--- config.mk ---
export PLATFORM = sky130hd
export DESIGN_NAME = color_id_stream_source
export DESIGN_NICKNAME = d
export VERILOG_FILES = /design/src/rtl/color_stream_pkg.sv /design/src/rtl/color_id_skid_fifo.sv /design/src/rtl/color_id_stream_source.sv
export SDC_FILE = /design/constraint.sdc
export NUM_CORES = 1
export LEC_CHECK = 0
export ABC_AREA = 1
export CAP_MARGIN = 30
export CORE_MARGIN = 3
export CORE_UTILIZATION = 26
export DETAILED_ROUTE_END_ITERATION = 8
export GPL_TIMING_DRIVEN = 0
export PLACE_DENSITY_LB_ADDON = 0.3
export SLEW_MARGIN = 15
export SYNTH_ARGS = -nofsm -noshare
export SYNTH_HDL_FRONTEND = slang
export SYNTH_SLANG_ARGS = --single-unit
--- constraint.sdc ---
create_clock -name CLK_clk -period 2.8 [get_ports CLK_clk]
set_clock_uncertainty 0.05 [all_clocks]
set_input_delay 0.56 -clock CLK_clk [delete_from_list [all_inputs] [get_ports CLK_clk]]
set_output_delay 0.56 -clock CLK_clk [all_outputs]
set_load 0.01 [all_outputs]
--- src/rtl/color_stream_pkg.sv ---
// Shared types and defaults for the color-ID video path.
// Holds the color-ID type, the Avalon-ST beat layout used by the read-ahead
// FIFO, the frame-reader FSM state encoding and the default frame geometry
// shared with the color mapper and video timing blocks.
package color_stream_pkg;

   localparam int unsigned DefaultHRes = 640;
   localparam int unsigned DefaultVRes = 480;

   typedef logic [15:0] color_id_t;

   // One stream beat with its packet flags.
   typedef struct packed {
      logic      eop;
      logic      sop;
      color_id_t data;
   } stream_beat_t;

   typedef enum logic [1:0] {
      StIdle,
      StStream,
      StDrain
   } src_state_e;

endpackage

--- src/rtl/color_id_skid_fifo.sv ---
// Two-entry FIFO of stream beats used as the read-ahead buffer.
// Ports:
//   i_clk        clock
//   i_reset      synchronous active-high reset, clears contents and pointers
//   i_push       write i_push_beat this cycle
//   i_push_beat  beat to write
//   i_pop        remove the head entry this cycle
//   o_count      number of stored entries (0..2)
//   o_head       oldest entry; all zeros after reset
// Push and pop may occur in the same cycle.
module color_id_skid_fifo
   import color_stream_pkg::*;
(
   input  logic         i_clk,
   input  logic         i_reset,
   input  logic         i_push,
   input  stream_beat_t i_push_beat,
   input  logic         i_pop,
   output logic [1:0]   o_count,
   output stream_beat_t o_head
);

   stream_beat_t r_mem [2];
   logic         r_wr_ptr;
   logic         r_rd_ptr;
   logic [1:0]   r_count;

   logic w_pop;
   logic w_push;

   // Guard against misuse: no pop when empty, no push when full unless a
   // pop frees the slot in the same cycle.
   assign w_pop  = i_pop && (r_count != 2'd0);
   assign w_push = i_push && ((r_count != 2'd2) || w_pop);

   always_ff @(posedge i_clk) begin
      if (i_reset) begin
         r_mem[0] <= '0;
         r_mem[1] <= '0;
         r_wr_ptr <= 1'b0;
         r_rd_ptr <= 1'b0;
         r_count  <= 2'd0;
      end else begin
         if (w_push) begin
            r_mem[r_wr_ptr] <= i_push_beat;
            r_wr_ptr        <= ~r_wr_ptr;
         end
         if (w_pop) begin
            r_rd_ptr <= ~r_rd_ptr;
         end
         unique case ({w_push, w_pop})
            2'b10:   r_count <= r_count + 2'd1;
            2'b01:   r_count <= r_count - 2'd1;
            default: r_count <= r_count;
         endcase
      end
   end

   assign o_count = r_count;
   assign o_head  = r_mem[r_rd_ptr];

endmodule

--- src/rtl/color_id_stream_source.sv ---
// Frame-buffer reader producing the Avalon-ST color-ID stream.
// On FRAME_START (while idle) it reads H_RES*V_RES 16-bit IDs from a
// synchronous RAM starting at base 0 or H_RES*V_RES (BUFFER_SEL) and emits
// them one per beat with sop on the first and eop on the last pixel.
// Ports:
//   CLK_clk                        clock
//   RESET_reset                    synchronous active-high reset
//   FRAME_START / BUFFER_SEL       frame request and buffer select
//   BUSY / FRAME_DONE              frame in progress / last beat accepted pulse
//   FB_ADDR / FB_READ / FB_READDATA  RAM read port, data one cycle after read
//   COLOR_ID_SOURCE_*              Avalon-ST source, readyLatency 0
module color_id_stream_source
   import color_stream_pkg::*;
#(
   parameter int unsigned H_RES  = DefaultHRes,
   parameter int unsigned V_RES  = DefaultVRes,
   parameter int unsigned ADDR_W = 20
) (
   input  logic              CLK_clk,
   input  logic              RESET_reset,
   input  logic              FRAME_START,
   input  logic              BUFFER_SEL,
   output logic              BUSY,
   output logic              FRAME_DONE,
   output logic [ADDR_W-1:0] FB_ADDR,
   output logic              FB_READ,
   input  logic [15:0]       FB_READDATA,
   output logic [15:0]       COLOR_ID_SOURCE_data,
   output logic              COLOR_ID_SOURCE_startofpacket,
   output logic              COLOR_ID_SOURCE_endofpacket,
   output logic              COLOR_ID_SOURCE_valid,
   input  logic              COLOR_ID_SOURCE_ready
);

   localparam int unsigned NumPix = H_RES * V_RES;
   localparam int unsigned CntW   = $clog2(NumPix + 1);
   localparam logic [CntW-1:0] LastIdx = CntW'(NumPix - 1);

   src_state_e        r_state;
   src_state_e        w_state_next;
   logic [ADDR_W-1:0] r_base;
   logic [CntW-1:0]   r_issue_cnt;
   logic              r_inflight;
   logic              r_inflight_sop;
   logic              r_inflight_eop;
   logic              r_frame_done;

   logic              w_busy;
   logic              w_fb_read;
   logic              w_pop;
   logic              w_valid;
   logic [1:0]        w_fifo_count;
   logic [2:0]        w_credit_used;
   stream_beat_t      w_head;
   stream_beat_t      w_push_beat;

   assign w_valid = (w_fifo_count != 2'd0);
   assign w_pop   = w_valid && COLOR_ID_SOURCE_ready;

   // Entries that will occupy the FIFO after this cycle if no new read is
   // issued; a read is allowed only while that leaves room for its data.
   assign w_credit_used = {1'b0, w_fifo_count} + {2'b00, r_inflight} - {2'b00, w_pop};

   // State register
   always_ff @(posedge CLK_clk) begin
      if (RESET_reset) begin
         r_state <= StIdle;
      end else begin
         r_state <= w_state_next;
      end
   end

   // Next-state logic
   always_comb begin
      w_state_next = r_state;
      unique case (r_state)
         StIdle: begin
            if (FRAME_START) begin
               w_state_next = StStream;
            end
         end
         StStream: begin
            if (w_fb_read && (r_issue_cnt == LastIdx)) begin
               w_state_next = StDrain;
            end
         end
         StDrain: begin
            if (w_pop && w_head.eop) begin
               w_state_next = StIdle;
            end
         end
         default: w_state_next = StIdle;
      endcase
   end

   // FSM outputs
   always_comb begin
      w_busy    = 1'b0;
      w_fb_read = 1'b0;
      unique case (r_state)
         StIdle:   w_busy = 1'b0;
         StStream: begin
            w_busy    = 1'b1;
            w_fb_read = (w_credit_used < 3'd2);
         end
         StDrain:  w_busy = 1'b1;
         default:  w_busy = 1'b0;
      endcase
   end

   // Issue counter, base latch and in-flight read tracking. Flags travel
   // with the read so the FIFO entry is complete when the data lands.
   always_ff @(posedge CLK_clk) begin
      if (RESET_reset) begin
         r_base         <= '0;
         r_issue_cnt    <= '0;
         r_inflight     <= 1'b0;
         r_inflight_sop <= 1'b0;
         r_inflight_eop <= 1'b0;
         r_frame_done   <= 1'b0;
      end else begin
         if ((r_state == StIdle) && FRAME_START) begin
            r_base      <= BUFFER_SEL ? ADDR_W'(NumPix) : '0;
            r_issue_cnt <= '0;
         end else if (w_fb_read) begin
            r_issue_cnt <= r_issue_cnt + CntW'(1);
         end
         r_inflight     <= w_fb_read;
         r_inflight_sop <= (r_issue_cnt == '0);
         r_inflight_eop <= (r_issue_cnt == LastIdx);
         r_frame_done   <= (r_state == StDrain) && w_pop && w_head.eop;
      end
   end

   assign w_push_beat = '{eop: r_inflight_eop, sop: r_inflight_sop, data: FB_READDATA};

   color_id_skid_fifo u_fifo (
      .i_clk       (CLK_clk),
      .i_reset     (RESET_reset),
      .i_push      (r_inflight),
      .i_push_beat (w_push_beat),
      .i_pop       (w_pop),
      .o_count     (w_fifo_count),
      .o_head      (w_head)
   );

   assign BUSY       = w_busy;
   assign FRAME_DONE = r_frame_done;
   assign FB_READ    = w_fb_read;
   assign FB_ADDR    = r_base + ADDR_W'(r_issue_cnt);

   assign COLOR_ID_SOURCE_data          = w_head.data;
   assign COLOR_ID_SOURCE_startofpacket = w_head.sop;
   assign COLOR_ID_SOURCE_endofpacket   = w_head.eop;
   assign COLOR_ID_SOURCE_valid         = w_valid;

endmodule
Word-level counts from Yosys, hierarchy flattened
Memories as Yosys holds them, arrays and structs flattened. A register that Yosys moved wholly into a read port is not among the register bits.
Index checks and enable logic that the tools add are counted.
{ "totals": {"regBits": 49, "latchBits": 0, "mem_bits_rw": 36, "rom_bits": 0, "output_inout_bits": 42, "wordCells": 64, "n_memories": 1} }
{ "memory_table": {"columns": ["memory", "depth", "word_bits", "rd", "rd_clocked_by_memory_dff", "wr", "line_no", "text"], "rows": [
  ["u_fifo.r_mem", 2, 18, 1, 1, 2, "color_id_skid_fifo.sv:23", "stream_beat_t r_mem [2];"]
]} }
{ "op_classes": {"add_sub_neg": 6, "n_mul": 0, "div_mod_pow": 0, "order_cmp": 1, "eq_ne": 9, "shifts": 0, "mux": 18, "bitwise_logic": 2, "n_reduce_logical": 17} }
{ "op_table": {"columns": ["op", "count"], "rows": [
  ["20-bit by 19-bit adder with 20-bit output", 1],
  ["19-bit by 1-bit adder with 19-bit output (second input constant)", 1],
  ["19-bit == test (second input constant)", 1],
  ["19-bit logical NOT", 1],
  ["19-bit two-way mux", 1],
  ["18-bit two-way mux", 1],
  ["18-bit OR reduction", 1],
  ["1-bit two-way mux", 11],
  ["1-bit logical AND", 8],
  ["2-bit inequality test (second input constant)", 4],
  ["2-bit two-way mux", 3],
  ["2-bit one-hot mux with 3 select lines", 1],
  ["2-bit by 1-bit == test with 1-bit output (second input constant)", 2],
  ["2-bit == test (second input constant)", 2],
  ["2-bit one-hot mux with 2 select lines", 1],
  ["2-bit nonzero test", 2],
  ["2-bit OR reduction", 2],
  ["2-bit by 1-bit adder with 3-bit output", 1],
  ["3-bit by 2-bit < comparator with 1-bit output (second input constant)", 1],
  ["3-bit AND reduction", 1],
  ["3-bit by 1-bit subtractor with 3-bit output", 1],
  ["2-bit by 1-bit adder with 2-bit output (second input constant)", 1],
  ["2-bit logical NOT", 1],
  ["1-bit NOT", 2],
  ["2 further kinds", 2]
]} }

Depth between registers and ports, before layout
{ "logic_depth": {"depth_word": 10, "ltp_mapped": 17, "mapped_depth_nobuf": 17} }

Hierarchy
From an unflattened synthesis, not the netlist that was laid out.
{ "unflattened": {"cells_unflattened": 422, "hier_area_um2": 3632.2} }
{ "by_module_without_submodules": {"columns": ["mod", "n_inst", "cells_per_inst", "area_each_um2"], "rows": [
  ["color_id_skid_fifo", 1, 151, 1824.2],
  ["color_id_stream_source", 1, 271, 1808.0]
]} }

Worst setup path after synthesis
No wires, ideal clock.
{ "synth_timing": {"kind": "reg-to-output", "start": "register u_fifo.r_count[1], in the netlist u_fifo.o_count[1]", "end": "output port FB_READ", "arrival_ps": 2056, "required_time_ps": 2190, "slack_ps": 134, "stages_incl_launch_ff": 12, "path_buffers": 0, "cell_sequence": "dfxtp_1 inv_2 nand2_1 nand2_1 inv_2 ha_1 or2_2 fa_1 nand2_1 inv_1 nand3_4 inv_2"} }
{ "synth_via": {"elab_chain_len": 5, "word_cells_on_any_way": 6, "classes_between": "2 x add/sub; 1 x order compare; 1 x mux; 2 x reduce/logical"} }
{ "synth_lines": {"columns": ["item", "line_no", "text"], "rows": [
  ["start: declaration", "color_id_skid_fifo.sv:26", "logic [1:0] r_count;"],
  ["start signal: assignment", "color_id_skid_fifo.sv:52", "2'b10: r_count <= r_count + 2'd1;"],
  ["start signal: assignment", "color_id_skid_fifo.sv:53", "2'b01: r_count <= r_count - 2'd1;"],
  ["start signal: assignment", "color_id_skid_fifo.sv:54", "default: r_count <= r_count;"],
  ["2-bit nonzero test", "color_id_stream_source.sv:57", "assign w_valid = (w_fifo_count != 2'd0);"],
  ["via COLOR_ID_SOURCE_valid", "color_id_stream_source.sv:31", "output logic COLOR_ID_SOURCE_valid,"],
  ["1-bit logical AND", "color_id_stream_source.sv:58", "assign w_pop = w_valid && COLOR_ID_SOURCE_ready;"],
  ["3-bit by 1-bit subtractor with 3-bit output", "color_id_stream_source.sv:62", "assign w_credit_used = {1'b0, w_fifo_count} + {2'b00, r_inflight} - {2'b00, w_pop};"],
  ["3-bit by 2-bit < comparator with 1-bit output", "color_id_stream_source.sv:104", "w_fb_read = (w_credit_used < 3'd2);"],
  ["1-bit two-way mux", "color_id_stream_source.sv:100", "unique case (r_state)"],
  ["end: declaration", "color_id_stream_source.sv:26", "output logic FB_READ,"]
]} }
The timed path passes the listed nets, and every way through them passes these cells.

Worst setup path in the final report
{ "layout_timing": {"start": "register u_fifo.r_count[1], in the netlist u_fifo.o_count[1]", "end": "output port FB_READ"} }
{ "layout_via": {"elab_chain_len": 5, "word_cells_on_any_way": 6, "classes_between": "2 x add/sub; 1 x order compare; 1 x mux; 2 x reduce/logical"} }
{ "layout_lines": {"columns": ["item", "line_no"], "rows": [
  ["branches (longest 2 deep; another with 2-bit by 1-bit adder with 3-bit output)", null],
  ["3-bit by 1-bit subtractor with 3-bit output (*)", "color_id_stream_source.sv:62"],
  ["3-bit by 2-bit < comparator with 1-bit output (*)", "color_id_stream_source.sv:104"],
  ["1-bit two-way mux (*)", "color_id_stream_source.sv:100"]
]} }
Mark *: on every way between the ends.

==> qor.csv <==
stage;metric;value;unit
placed_design;dpl hpwl;5804;um
timing;Final Hold Viols;0;
clock_tree;CTS sink cnt;67;
floorplanning;die area;0.01474;mm^2
status;status;complete, but fails checks;
yosys;post-synthesis cell count;389;
final_layout;NumNets Final;503;
global_route;initial antenna violation count;0;
timing;fin crit period;2.838;ns
floorplanning;initial core utilization;27.00;%
final_layout;utilization after layout;36.81;%
drt;DRT antenna net count;0;
global_route;GRT Total Usage;11.58;%
yosys;number of flops mapped to enable cells by yosys;36;
timing;Tcrit/Tclk final;101.4;%
floorplanning;Top Ports;63;
yosys;mapped cell area;0.003463;mm^2
clock_tree;Clk pin slew, worst setup/hold paths;0.06;ns
placed_design;gp weighted congestion;0.7962;
setup_path;CP Class;reg2out;
placed_design;Port-buffer cells;62;
clock_tree;CTS tree;done;
setup_path;WP data arrival;2.23;ns
job;MaxCap Viol Count;0;
power;pwr/cell area;697.6;mW/mm^2
timing;Slew HR;43.93;%
global_route;vias in the first global route;2854;
placed_design;Setup Slack @ Placement;-1.027;ns
global_route;global-route wire length before repair;13540;um
hold_path;class of the worst hold path;reg2reg;
yosys;#FFs+latches synth;67;
floorplanning;Core Region;0.01282;mm^2
drt;1st-pass router iterations;4;
timing;final setup margin;-0.03825;ns
clock_tree;H-tree Lvls;3;
setup_path;RR Startpoint;u_fifo.o_count[1];
hold_path;WHS Path Cells;1;
drt;drt via density;4.217;
drt;Iteration-0 DRC Markers;105;
clock_tree;CTS buffer count;9;
floorplanning;Die X;121.4;um
setup_path;CP required;2.19;ns
setup_path;reg2reg path depth;16;
clock_tree;Clock Latency Late Sink;0.33;ns
setup_path;Crit. End Element;output pin;
yosys;fraction of registers with async set/reset;0;%
global_route;grt ovf;0;
timing;number of max-slew violations in the final report;0;
yosys;YS warnings;0;
drt;final wirelength;8025;um
yosys;synth unique cells;35;
yosys;synthesized area per cell;8.903;um^2
setup_path;crit path launch type;register;
final_layout;P&R area growth vs syn;36.31;%
timing;fmax;352.3;MHz
power;Pleak;1.995;nW
setup_path;R2R Setup Slk;0.17;ns
clock_tree;root buffer cell;clkbuf_16;
placed_design;placed insts;623;
setup_path;worst-path fanout max;3;
final_layout;Non-Filler Instances;646;
floorplanning;row cnt;41;
hold_path;HP Start;u_fifo.r_rd_ptr;
final_layout;diodes inserted;0;
floorplanning;Die Height;121.4;um
yosys;register area share after synthesis;49.13;%
final_layout;share of cells above drive strength 1;20.68;%
status;failing checks;negative setup slack;
clock_tree;Max Root-Sink Buffers;2;
timing;unrepaired setup endpoints after global routing;true;
global_route;largest net degree at the start of global routing;19;
drt;wire per inst;12.42;um
setup_path;reg2reg end;r_issue_cnt[6];
power;maximum VDD drop;0.3163;mV
drt;Post-route DRC;0;
yosys;syn_nets;423;
timing;worst-margin pin slew;0.8390;ns
timing;final setup fails;1;
yosys;Top FF cell, synth;edfxtp_1;
drt;DR vias;2724;
power;total power;3.293;mW
-- power by group --
part / leakage, nW / switching (mW) / internal, mW
registers: 0.627 / 0.0432 / 1.14
clock network: 0.153 / 0.432 / 0.781
logic: 1.22 / 0.470 / 0.429
-- placed cells by master (no fill, tap or decap), types with 5 or more instances in the layout --
| master | n |
|---|---|
| a21oi_1 | 20 |
| buf_2 | 6 |
| buf_4 | 19 |
| clkbuf_16 | 9 |
| clkdlybuf4s50_1 | 56 |
| dfxtp_1 | 26 |
| edfxtp_1 | 36 |
| ha_1 | 10 |
| inv_1 | 60 |
| inv_2 | 6 |
| mux2_2 | 17 |
| nand2_1 | 46 |
| nand2_2 | 5 |
| nand3_1 | 13 |
| nand4_1 | 6 |
| nor2_1 | 63 |
| o21ai_0 | 15 |
| xor2_1 | 6 |
-- repair_timing --
action	CTS	global route
hold buffers	0	0
hold endpoints to repair	0	0
setup buffers	5	2
gates cloned	0	0
gates resized for setup	18	14
setup endpoints to repair	22	14
pin swaps	1	6
-- worst max path at each step --
| stage | from | cells after the start | slack [ns] | endpoint |
|---|---|---|---|---|
| after global placement | COLOR_ID_SOURCE_ready | 11 | -1.00 | FB_READ |
| after CTS | u_fifo.o_count[1] | 12 | -0.20 | FB_READ |
| after floorplan | u_fifo.o_count[1] | 11 | 0.13 | FB_READ |
| after detailed placement | COLOR_ID_SOURCE_ready | 11 | -1.03 | FB_READ |
| final | u_fifo.o_count[1] | 12 | -0.04 | FB_READ |
| after global routing | u_fifo.o_count[1] | 12 | -0.13 | FB_READ |
-- through the flow --
| stage | instance area (um^2) | TNS, ns | hold WS [ns] |
|---|---|---|---|
| 2_1_floorplan | 3463 | 0 | 0.3754 |
| 3_3_place_gp | 4299 | -18.29 | 0.3841 |
| 3_5_place_dp | 4299 | -19.22 | 0.3899 |
| 4_1_cts | 4674 | -0.1986 | 0.3999 |
| 5_1_grt | 4721 | -0.1280 | 0.4186 |
| 6_report | 4721 | -0.03825 | 0.4006 |
-- layer usage --
layer	GRT usage, %	up-vias	part of all wire (%)
met4	4.202	0	1.6
met3	3.450	13	5.0
li1	-	1404	-
met2	19.03	65	47
met5	0	-	0
met1	14.38	1242	47
-- registers in the layout, summed over array words and instances (netlist names), named ones only --
name / flops
u_fifo.r_rd_ptr: 1
r_inflight_eop: 1
u_fifo.r_wr_ptr: 1
r_issue_cnt: 19
u_fifo.o_count: 2
u_fifo.r_mem: 36
FRAME_DONE: 1
r_base: 1
r_inflight_sop: 1
r_inflight: 1
r_state: 2
-- final cells by class --
class                   count  area [um^2]
inverters                  68        260.3
clock inverters             6        90.09
multi-input cells         234         1411
flip-flops and latches     67         1710
repair buffers             69        668.1
fillers                  1334         8104
well taps                 172        215.2
plain buffers              20        136.4
clock buffers              10        229.0
-- synth_stat cells (2+ instances only) --
cell type	count	area, um^2
nor2_1	64	240.2
nand2_1	48	180.2
nor3_4	2	32.53
dfxtp_1	31	620.6
nand4_1	6	37.54
xor2_1	6	52.55
nand3_1	13	65.06
nor2_2	3	18.77
mux2_2	17	191.4
buf_4	12	90.09
nor3_1	3	15.01
nand3_2	2	20.02
inv_2	7	26.28
nand2_2	5	31.28
a21oi_1	21	105.1
o21ai_1	2	10.01
o21ai_0	15	75.07
inv_1	61	229.0
nor4_1	4	25.02
edfxtp_1	36	1081
fa_1	2	40.04
ha_1	11	137.6
buf_2	6	30.03
-- worst max-delay path, cell delays in order, from the launching register on --
cell     delay [ns]
dfxtp_4        0.35
inv_4          0.06
nand2_4        0.05
nand2_4        0.05
inv_2          0.05
ha_4           0.20
or2_4          0.23
fa_1           0.54
nand2_1        0.06
inv_2          0.06
nand3_4        0.07
inv_4          0.08
buf_6          0.10
-- kinds of logic after synthesis --
group	Yosys count	share of synthesized area, %
simple gates	154	20.52
buf+inv	88	11.31
flops	67	49.13
compound gates	43	6.612
mux	17	5.527
fa+ha+maj	13	5.130
xor+xnor	7	1.770
Note: power is estimated with default switching activity, not from simulation.
==> edit 1: new RTL, config.mk and constraints unchanged <==
The package constant `DefaultVRes` goes from 480 to 240.
--- a/src/rtl/color_stream_pkg.sv
+++ b/src/rtl/color_stream_pkg.sv
@@ -5,7 +5,7 @@
 package color_stream_pkg;
 
    localparam int unsigned DefaultHRes = 640;
-   localparam int unsigned DefaultVRes = 480;
+   localparam int unsigned DefaultVRes = 240;
 
    typedef logic [15:0] color_id_t;
 
Behaviour: not the same (Yosys sat finds a counterexample within 4 cycles, from zero or initial values and one cycle with RESET_reset high).
==> edit 1 against the unedited design <==
First-iteration DRC count increased by 34%; routed wire length increased by 1.5%; sequential cell count decreased by 1; critical path depth unchanged; design area increased by 0.95%; combinational power increased by 20%; synthesized area increased by 2.1%; hold slack improved by 0.0015 ns; total power increased by 6.0%; setup slack improved by 0.11 ns; largest power group is now registers.
==> edit 1: results (changes against the unedited design) <==
* First-pass GRT wire length: 13,400 µm (was 13,500 µm)
* Routability cong.: 0.790 (was 0.796)
- The post-synthesis sequential area ratio is 47.6% (was 49.1%).
* Multi-Input Combinational: 246 (was 234)
- Buffers, non-clock: 93 (was 89)
* Violation count after the first detailed-routing iteration: 141 (was 105)
* Met2 layer wire length in the routed design: 3860 µm (was 3760 µm)
* Share of the synthesized area in compound gates (AO/OA/AOI/OAI): 7.32% (was 6.61%)
* Sum of met3 wire segment lengths after detailed routing: 470 µm (was 402 µm)
* Ratio of cells with drive above 1 in the final layout: 21.8% (was 20.7%)
* Cell total after placement: 625 (was 623)
- Met1 global-route usage: 14.3% (was 14.4%)
- Final layout net count: 507 (was 503)
- Number of nets in the synthesized netlist: 427 (was 423)
* Non-clock inverter instance count of the final layout: 56 (was 68)
- The detailed placement HPWL is 5770 µm (was 5800 µm).
* Synthesis-to-layout area growth: 34.8% (was 36.3%)
- Worst vdd rail ir drop: 0.337 mV (was 0.316 mV)
* Number of distinct library cells after synthesis: 39 (was 35)
- Highest fanout seen on the critical path: 5 (was 3)
- The adder-cell share of the synthesized area is 5.38% (was 5.13%).
- Biggest registers after layout: u_fifo.r_mem: 36 flops, r_issue_cnt: 18 flops (was u_fifo.r_mem: 36 flops, r_issue_cnt: 19 flops)
* Share of the synthesized netlist area taken by xor and xnor gates: 1.73% (was 1.77%)
* Outcome: completed (was finished, violations left)
* Non-clock buffers, area share: 17.2% (was 17.0%)
-- edit 1: cell count changes after synthesis, moves of 4 or more --
cell     before  now
nand2_1      48   55
a21oi_1      21   25
o21ai_0      15    9
inv_2         7    3
inv_1        61   51
-- edit 1: repair_timing --
item,in CTS,in global routing
endpoints found under the hold margin,0,0
buffers inserted,2,6
endpoints found under the setup margin,5,22
resized for setup,14,18
pin swaps,2,5
-- edit 1: critical path, stage by stage (launching register included) --
cell and delay [ns]:
dfxtp_4 0.37, inv_4 0.05, a21oi_2 0.12, ha_1 0.25, inv_2 0.06, nand2_2 0.04, fa_1 0.42, inv_1 0.07
nand2_1 0.04, nand2_1 0.09, nor2_4 0.05, buf_6 0.12, buf_6 0.11
-- edit 1: report_power, final --
part	switching [µW]	internal (µW)
registers	66.4	1140
logic	559	520
clock network	421	782
total	1050	2440
==> edit 2: new RTL, same settings <==
Without the edit above. Compare `r_issue_cnt` against `LastIdx` with >= in place of ==.
--- a/src/rtl/color_id_stream_source.sv
+++ b/src/rtl/color_id_stream_source.sv
@@ -80,7 +80,7 @@
             end
          end
          StStream: begin
-            if (w_fb_read && (r_issue_cnt == LastIdx)) begin
+            if (w_fb_read && (r_issue_cnt >= LastIdx)) begin
                w_state_next = StDrain;
             end
          end
Behaviour: no difference found for any inputs over 10 cycles, from zero or initial values and one cycle with RESET_reset high; that may be too few to reach the edited logic, so the function may still have changed.
==> edit 2 against the unedited design <==
The flow still finishes with violations (setup timing); die area is 1.4% higher; routed wire length rose by 4.5%; total power fell by 1.4%; largest power group unchanged; setup slack worse by 0.094 ns; final cell count grew 2.2%; synthesized area rose by 1.5%; design area up 1.8%; largest cell class unchanged; sequential cell count is the same.
==> edit 2: results (changes against the unedited design) <==
* Setup-violating endpoint count in the final report: 1 (unchanged)
* Worst reg2reg setup slack: 0.15 ns (was 0.17 ns)
- The total number of multi-input combinational cells was 252 (was 234).
- Outcome: finished, violations left (unchanged).
* Routed metal-1 wire length: 3960 µm (was 3730 µm)
- The global-route wire length before repair is 14,000 µm (was 13,500 µm).
* Synthesized instance count: 403 (was 389)
* Buffers, non-clock: 91 (was 89)
- Met2 layer wire length in the routed design: 3810 µm (was 3760 µm)
- Internal power consumption: 2340 µW (was 2350 µW)
- The share of synthesized area spent on multiplexers came to 5.44% (was 5.53%).
* Slack of the critical path: -0.132 ns (was -0.0382 ns)
- FF-to-FF Start: u_fifo.o_count[0]$_SDFFE_PP0P_ (was u_fifo.o_count[1]$_SDFFE_PP0P_)
- Violated checks: setup timing (unchanged).
- Cells taking the most area after synthesis: edfxtp_1, dfxtp_1, nor2_1 (unchanged).
- The largest fanout of any net on the critical path is 4 (was 3).
* Cell total after placement: 637 (was 623)
* Mean post-synth cell area: 8.72 µm² (was 8.90 µm²)
- Flip-flop and latch count: 67 (unchanged)
* Worst vdd rail ir drop: 0.254 mV (was 0.316 mV)
* Routed wire length: 8380 µm (was 8030 µm)
- Stage delay of the slowest cell on the critical path: 0.48 ns (was 0.54 ns)
* Non-clock inverter instance count of the final layout: 62 (was 68)
- The adder-cell share of the synthesized area is 5.05% (was 5.13%).
- Power density over cell area: 675 nW/µm² (was 698 nW/µm²)
* Summed negative setup slack over all endpoints: -0.132 ns (was -0.0382 ns)
- The share of final layout cell area taken by non-clock buffers came to 16.8% (was 17.0%).
- The xor/xnor cell area share of the yosys netlist was 2.49% (was 1.77%).
* Measured slew at the worst slew-check pin: 0.796 ns (was 0.839 ns)
[edit 2: changes by cell type after synthesis, sizes merged, moves of 3 or more]
cell | before | now
nand2 | 53 | 58
a21oi | 22 | 26
nand4 | 6 | 9
xor2 | 6 | 9
nor3 | 6 | 9
clkbuf | 1 | 5
nor2 | 68 | 72
inv | 68 | 62
[edit 2: worst max-delay path by stage]
stage               depth (start not counted)                            from      end  slack (ns)
global route                               11  u_fifo.o_count[0]$_SDFFE_PP0P_  FB_READ       -0.22
CTS                                        11  u_fifo.o_count[1]$_SDFFE_PP0P_  FB_READ       -0.16
floorplan                                  10           COLOR_ID_SOURCE_ready  FB_READ      -0.002
detailed placement                         12           COLOR_ID_SOURCE_ready  FB_READ       -1.35
finish                                     11  u_fifo.o_count[0]$_SDFFE_PP0P_  FB_READ       -0.13
global placement                           12           COLOR_ID_SOURCE_ready  FB_READ       -1.32
[edit 2: what timing repair did]
action,in CTS,in global routing
setup buffers,6,1
endpoints found under the setup margin,45,23
gates resized for setup,24,10
pin swaps,3,2
